**src/rtl/fifo_arb_pkg.sv**
```systemverilog
// Shared definitions for the FIFO arbiter: issued-operation states,
// requester indices and the round-robin index helper.
package fifo_arb_pkg;

    typedef enum logic [2:0] {
        S_IDLE = 3'd0,
        S_WR0  = 3'd1,
        S_WR1  = 3'd2,
        S_RD   = 3'd3,
        S_CLR  = 3'd4
    } state_t;

    localparam int         NREQ   = 3;
    localparam logic [1:0] REQ_M0 = 2'd0;
    localparam logic [1:0] REQ_M1 = 2'd1;
    localparam logic [1:0] REQ_RD = 2'd2;

    // (base + offs) modulo NREQ, for walking the requester ring
    function automatic logic [1:0] rr_wrap(input logic [1:0] base, input logic [1:0] offs);
        logic [2:0] w_sum;
        w_sum = {1'b0, base} + {1'b0, offs};
        return (w_sum >= 3'(NREQ)) ? 2'(w_sum - 3'(NREQ)) : w_sum[1:0];
    endfunction

endpackage

```
**src/rtl/fifo_arb_rr_arb3.sv**
```systemverilog
// Three-way round-robin picker: first eligible requester at or after the
// pointer wins; the pointer then moves to the requester after the winner.
module rr_arb3
    import fifo_arb_pkg::*;
(
    input  logic [NREQ-1:0] i_elig,
    input  logic [1:0]      i_ptr,
    output logic [NREQ-1:0] o_grant,
    output logic [1:0]      o_ptr_next
);

    logic [1:0] w_idx;
    logic       w_found;

    always_comb begin
        o_grant    = '0;
        o_ptr_next = i_ptr;
        w_found    = 1'b0;
        w_idx      = i_ptr;
        for (int k = 0; k < NREQ; k++) begin
            w_idx = rr_wrap(i_ptr, 2'(k));
            if (!w_found && i_elig[w_idx]) begin
                w_found        = 1'b1;
                o_grant[w_idx] = 1'b1;
                o_ptr_next     = rr_wrap(w_idx, 2'd1);
            end
        end
    end

endmodule

```
**src/rtl/fifo_arb.sv**
```systemverilog
// Shares one FIFO between two write masters and a read client. One operation
// is issued per cycle; the registered state is the operation issued now.
module fifo_arb
    import fifo_arb_pkg::*;
#(
    parameter int DW    = 32,
    parameter int DEPTH = 8
) (
    input  logic          clk,
    input  logic          reset_n,
    input  logic          m0_req,
    input  logic [DW-1:0] m0_wdata,
    output logic          m0_ack,
    input  logic          m1_req,
    input  logic [DW-1:0] m1_wdata,
    output logic          m1_ack,
    input  logic          rd_req,
    output logic          rd_ack,
    output logic          rd_valid,
    output logic [DW-1:0] rd_data,
    input  logic          clr_req,
    output logic          clr_ack,
    output logic          f_wr_en,
    output logic          f_rd_en,
    output logic          f_opclear,
    output logic [DW-1:0] f_din,
    input  logic [DW-1:0] f_dout,
    output logic [3:0]    occ,
    output logic          full,
    output logic          empty
);

    localparam int OW = 4;

    state_t          r_state;
    state_t          w_state_next;
    logic [1:0]      r_rr;
    logic [1:0]      w_rr_next;
    logic [OW-1:0]   r_occ;
    logic [OW-1:0]   w_occ_next;
    logic [DW-1:0]   r_din;
    logic [DW-1:0]   w_din_next;
    logic            r_rd_valid;
    logic            w_clr;
    logic [NREQ-1:0] w_elig;
    logic [NREQ-1:0] w_grant;
    logic [1:0]      w_ptr_next;

    // Occupancy once the operation issued this cycle has committed
    always_comb begin
        case (r_state)
            S_WR0, S_WR1: w_occ_next = r_occ + OW'(1);
            S_RD:         w_occ_next = r_occ - OW'(1);
            S_CLR:        w_occ_next = '0;
            default:      w_occ_next = r_occ;
        endcase
    end

    // A requester being acked now is masked so its still-high req is not granted twice
    assign w_clr          = clr_req && (r_state != S_CLR);
    assign w_elig[REQ_M0] = m0_req && (r_state != S_WR0) && (w_occ_next < OW'(DEPTH));
    assign w_elig[REQ_M1] = m1_req && (r_state != S_WR1) && (w_occ_next < OW'(DEPTH));
    assign w_elig[REQ_RD] = rd_req && (r_state != S_RD)  && (w_occ_next != '0);

    rr_arb3 u_rr_arb3 (
        .i_elig     (w_elig),
        .i_ptr      (r_rr),
        .o_grant    (w_grant),
        .o_ptr_next (w_ptr_next)
    );

    always_comb begin
        w_state_next = S_IDLE;
        w_din_next   = '0;
        w_rr_next    = r_rr;
        m0_ack       = 1'b0;
        m1_ack       = 1'b0;
        rd_ack       = 1'b0;
        clr_ack      = 1'b0;
        f_wr_en      = 1'b0;
        f_rd_en      = 1'b0;
        f_opclear    = 1'b0;

        if (w_clr) begin
            w_state_next = S_CLR;
        end else if (w_grant[REQ_M0]) begin
            w_state_next = S_WR0;
            w_din_next   = m0_wdata;
            w_rr_next    = w_ptr_next;
        end else if (w_grant[REQ_M1]) begin
            w_state_next = S_WR1;
            w_din_next   = m1_wdata;
            w_rr_next    = w_ptr_next;
        end else if (w_grant[REQ_RD]) begin
            w_state_next = S_RD;
            w_rr_next    = w_ptr_next;
        end

        case (r_state)
            S_WR0: begin m0_ack  = 1'b1; f_wr_en   = 1'b1; end
            S_WR1: begin m1_ack  = 1'b1; f_wr_en   = 1'b1; end
            S_RD:  begin rd_ack  = 1'b1; f_rd_en   = 1'b1; end
            S_CLR: begin clr_ack = 1'b1; f_opclear = 1'b1; end
            default: ;
        endcase
    end

    always_ff @(posedge clk or negedge reset_n) begin
        if (!reset_n) begin
            r_state    <= S_IDLE;
            r_rr       <= REQ_M0;
            r_occ      <= '0;
            r_din      <= '0;
            r_rd_valid <= 1'b0;
        end else begin
            r_state    <= w_state_next;
            r_rr       <= w_rr_next;
            r_occ      <= w_occ_next;
            r_din      <= w_din_next;
            r_rd_valid <= (r_state == S_RD);
        end
    end

    // The FIFO registers dout on the read edge, so it is valid the cycle after rd_ack
    assign f_din    = r_din;
    assign rd_valid = r_rd_valid;
    assign rd_data  = r_rd_valid ? f_dout : '0;
    assign occ      = r_occ;
    assign full     = (r_occ == OW'(DEPTH));
    assign empty    = (r_occ == '0);

endmodule

```
**config.mk**
```make
export PLATFORM = sky130hd
export DESIGN_NAME = fifo_arb
export DESIGN_NICKNAME = d
export VERILOG_FILES = /design/src/rtl/fifo_arb_pkg.sv /design/src/rtl/fifo_arb_rr_arb3.sv /design/src/rtl/fifo_arb.sv
export SDC_FILE = /design/constraint.sdc
export NUM_CORES = 1
export LEC_CHECK = 0
export CORE_ASPECT_RATIO = 1.25
export CORE_UTILIZATION = 37
export DETAILED_ROUTE_END_ITERATION = 6
export HOLD_SLACK_MARGIN = 0.08
export PLACE_DENSITY = 0.89
export SLEW_MARGIN = 10
export SYNTH_ARGS = -nofsm -noshare
export SYNTH_HDL_FRONTEND = slang
export SYNTH_HIERARCHICAL = 1
export SYNTH_SLANG_ARGS = --single-unit
```
**constraint.sdc**
```tcl
create_clock -name clk -period 10.2 [get_ports clk]
set_input_delay 2.04 -clock clk [delete_from_list [all_inputs] [get_ports clk]]
set_output_delay 2.04 -clock clk [all_outputs]
set_load 0.02 [all_outputs]
```
-- Yosys cells after proc, flatten, opt, wreduce, memory -nomap -nowiden
Index checks and enable logic that the tools add are counted.
- flip-flop bits (word level): 42
- input port bits: 102
- output and inout bits: 78
- $add $sub $neg: 13
- $lt $le $gt $ge: 13
- eq/ne operators: 9
- muxes and demuxes: 43
- bitwise gates (word level): 3
- reduce and logical (&&, ||, !) cells: 19
- operator list (operator ; count):
    $mux W32 ; 4
    $mux W2 ; 15
    $ge A3 B2 Y1 const B ; 5
    $mux W1 ; 13
    $add A2 B1 Y3 const B ; 4
    $logic_and A1 B1 Y1 ; 12
    $mux W3 ; 4
    $pmux W4 S3 ; 1
    $sub A2 B2 Y2 const B ; 6
    $lt A2 B3 Y1 const B ; 3
    $bmux W1 S2 ; 3
    $demux W1 S2 ; 3
    $eq A3 B2 Y1 const B ; 2
    $ge A2 B1 Y1 const B ; 3
    $ne A3 B2 Y1 const B ; 2
    $or A3 B3 Y3 ; 2
    $add A4 B1 Y4 const B ; 1
    $eq A4 B4 Y1 const B ; 1
    $logic_not A4 Y1 ; 1
    $lt A4 B4 Y1 const B ; 1
    $reduce_bool A4 Y1 ; 1
    $sub A4 B1 Y4 const B ; 1
    $add A2 B2 Y3 const B ; 1
    $eq A3 B1 Y1 const B ; 1
    9 further kinds ; 10

-- Longest topological paths before layout
- word-level depth: 18
- mapped depth: 18
- gate-level depth less buffers: 16

-- Modules after synthesis
Netlist, hierarchy kept.
- by module, submodules not included (module ; instances ; cells each ; area an instance (sq um)):
    fifo_arb ; 1 ; 214 ; 2129.5
    rr_arb3 ; 1 ; 40 ; 282.8

-- Least setup slack after synthesis
OpenSTA, ideal clock, no wires.
- path kind: input port to output port
- start point: in f_dout[0]
- end point: out rd_data[0]
- data arrival time: 2.256 ns
- path slack: 5.904 ns
- stages on the path: 1
- buffers on the path: 0
- path through: and2_1
- cells in the longest elaborated chain, start to end: 1
- RTL lines (what ; line ; text):
    start, declared ; fifo_arb.sv:27 ; input logic [DW-1:0] f_dout,
    $mux W32 ; fifo_arb.sv:127 ; assign rd_data = r_rd_valid ? f_dout : '0;
    end, declared ; fifo_arb.sv:20 ; output logic [DW-1:0] rd_data,
Every way passes these cells.

-- Worst setup path after layout
- start point: in f_dout[18]
- end point: out rd_data[18]
The elaborated chain is that of the path after synthesis.

==> flow_summary.toml <==
[layout]
mostFrequentLayoutCell = "clkdlybuf4s50_1"
area_growth_pct = 80.4
drive_above_1_share = 0.0706
num-fill-cells = 474
nNetsFinal = 534
layout_common_cells = "clkdlybuf4s50_1, dfrtp_1, nor2_1, and2_1, a22oi_1"
insertedDiodeCount = 0

[die]
io_pins = 180
start_util = 0.386
core_um2 = 6250
fp.dieW_um = 74.2
rows = 32
die_y_um = 92.3
die_area_um2 = 6850

[power_and_ir_drop]
p_comb_frac = 0.628
clkPwrFrac = 0.128
seq_power_share = 0.243
intPower_w = 0.000585
switching_power_w = 0.000450
sw_frac_of_total = 0.435
peakVddDrop_v = 0.000125
p_per_area_nw_per_um2 = 238
leakagePower_nw = 1.84

[detailed_routing]
dr_wl_met3_um = 887
detail_route.iter0.violations = 97
wl_um = 8220
met2_length_um = 4470
dr.pass1.iters = 4
wl_per_cell_um = 16.1
drc_errors = 0
dr.max_layer_used = "met4"
wl_met1_um = 2600
vias_per_cell = 5.07
vias = 2588
ant_nets = 0

[synthesis]
yosys.cell_types.count = 49
synthesis.nets = 363
syn_inst = 254
yosysWarnings = 6
synth_area_um2 = 2410
syn_area_per_cell_um2 = 9.50
ys_seq_area_frac = 0.436
synth-seq-cells = 42

[worst_setup_path]
crit_type = "input port to primary output"
r2r_start = "r_state[2]"
startpoint_type = "input port"
reg2regPathDepth = 16
crit_required_ns = 8.16
arrival_ns = 3.33
r2r_setup_slack_ns = 5.61
worstPathMaxFanout = 1
endpoint_kind = "primary output"
crit_path_start = "f_dout[18]"

[clock_network]
cts_made_buffers = 5
ctsHoldBuffers = 0
clkLatencyLatePin_ns = 0.29
cts_root_buf = "clkbuf_8"
cts_max_path_buffers = 2
cts_sinks = 42
path_clk_slew_ns = 0.08
cts_setup_buffers = 0
cts-resized-gates = 0
cts_tree = "built"
cts_max_level = 2

[timing]
setup_viol = 0
fin_crit_ns = 5.37
slew_headroom = 0.385
finalHoldViolCount = 0
fin_skew_ns = 0.00424
slew_violations = 0
rsz0062_at_grt = "false"
worst_pin_slew_ns = 0.923
holdWs_ns = 0.630
period_share = 0.526
setup_tns_ns = 0
clock.fmax_mhz = 186

[worst_hold_path]
hold-path-cell-count = 1
worstHoldStart = "r_rr[0]"
hold_class = "flip-flop to flip-flop"

[run]
maxCapViolations = 0

[global_routing]
grt_antenna_before_repair = 0
grt_util_all_layers = 0.244
grt_overflow_total = 0
grt_pass1_wl_um = 12300
grt_pass1_vias = 2569
grt_max_degree = 43

[placed_design]
io_buffers = 179
gpl.final_weighted_congestion = 0.897
dpl.hpwl_um = 6370

[run_status]
status = "finished clean"
==> power groups by stage <==
stage | logic [W] | clock network [W] | registers [W]
after floorplan | 0.000389 | 0 | 0.000287
after global placement | 0.000629 | 0 | 0.000252
after detailed placement | 0.000645 | 0 | 0.000255
after CTS | 0.000650 | 0.000136 | 0.000252
after global routing | 0.000709 | 0.000144 | 0.000257
final | 0.000650 | 0.000133 | 0.000252
==> through the flow <==
stage	worst slack, ns	total power, W	util	cells	cell area [µm²]
finish	4.83	0.00103	0.697	510	4350
global route	4.82	0.00111	0.697	510	4350
CTS	4.84	0.00104	0.697	510	4350
detailed placement	4.85	0.000900	0.679	503	4240
global placement	4.85	0.000882	0.679	503	4240
floorplan	5.90	0.000676	-	254	2410
==> final cells by class <==
class / instances / area [µm²] / share of cell area
Clock buffer: 6 / 82.6 / 0.0190
Clock inverter: 1 / 30.0 / 0.00690
Inverter: 9 / 33.8 / 0.00776
Multi-Input combinational cell: 185 / 1240 / 0.285
Sequential cell: 42 / 1050 / 0.242
Tap cell: 85 / 106 / 0.0244
Timing Repair Buffer: 182 / 1810 / 0.416
==> worst paths after layout <==
path | to
min in group asynchronous | r_rr[0]
worst min-delay path | r_rr[0]
worst max register to register | f_din[24]
worst max-delay path | rd_data[18]
worst min register to register | r_rr[0]
max in group asynchronous | f_din[19]
==> kinds of logic after synthesis <==
logic type	share of synthesized area
compound gates	0.173
xor+xnor	0.00726
fa+ha+maj	0.0441
buf+inv	0.0545
flops	0.436
mux	0.0420
simple gates	0.244
==> worst max-delay path, cell delays in order <==
cell and delay [ns]:
clkdlybuf4s50_1 0.45, and2_1 0.21, clkdlybuf4s50_1 0.63
==> layer usage <==
| metal | global-route usage | up-vias |
|---|---|---|
| li1 | - | 1216 |
| met1 | 0.217 | 1207 |
| met2 | 0.479 | 151 |
| met3 | 0.0725 | 14 |
| met4 | 0.108 | 0 |
| met5 | 0 | - |
==> cell usage after synthesis, drive strengths merged <==
master  instances  share of area
nand2          13          0.020
nor4bb          1         0.0041
nor4            2         0.0078
a31oi           1         0.0026
nand2b          2         0.0052
inv             8          0.012
nor4b           1         0.0036
and2           34          0.089
a211oi          3          0.013
xnor2           2         0.0073
and3b           1         0.0036
a32oi           1         0.0036
ha              6          0.031
or2             2         0.0052
a21o            1         0.0031
mux2            3          0.019
fa              1         0.0083
dfrtp          42           0.44
nand4           1         0.0026
maj3            1         0.0047
a21oi           5          0.012
nor2           41          0.065
buf             8          0.025
and4b           1         0.0041
clkinv          1         0.0016
nor2b           1         0.0026
a311oi          1         0.0062
a22oi          32           0.10
o211ai          1         0.0052
o21ai           8          0.020
and3            4          0.010
nor3            3         0.0062
nand3           5          0.010
o32ai           1         0.0036
or3b            1         0.0036
clkbuf         10          0.016
mux2i           4          0.023
a221oi          1         0.0036
==> state kept, by name (all words and copies together) (netlist names) <==
signal,cells
r_rr,2
r_state,3
rd_valid,1
f_din,32
occ,4
No activity file was read; power rests on OpenSTA's default activity.
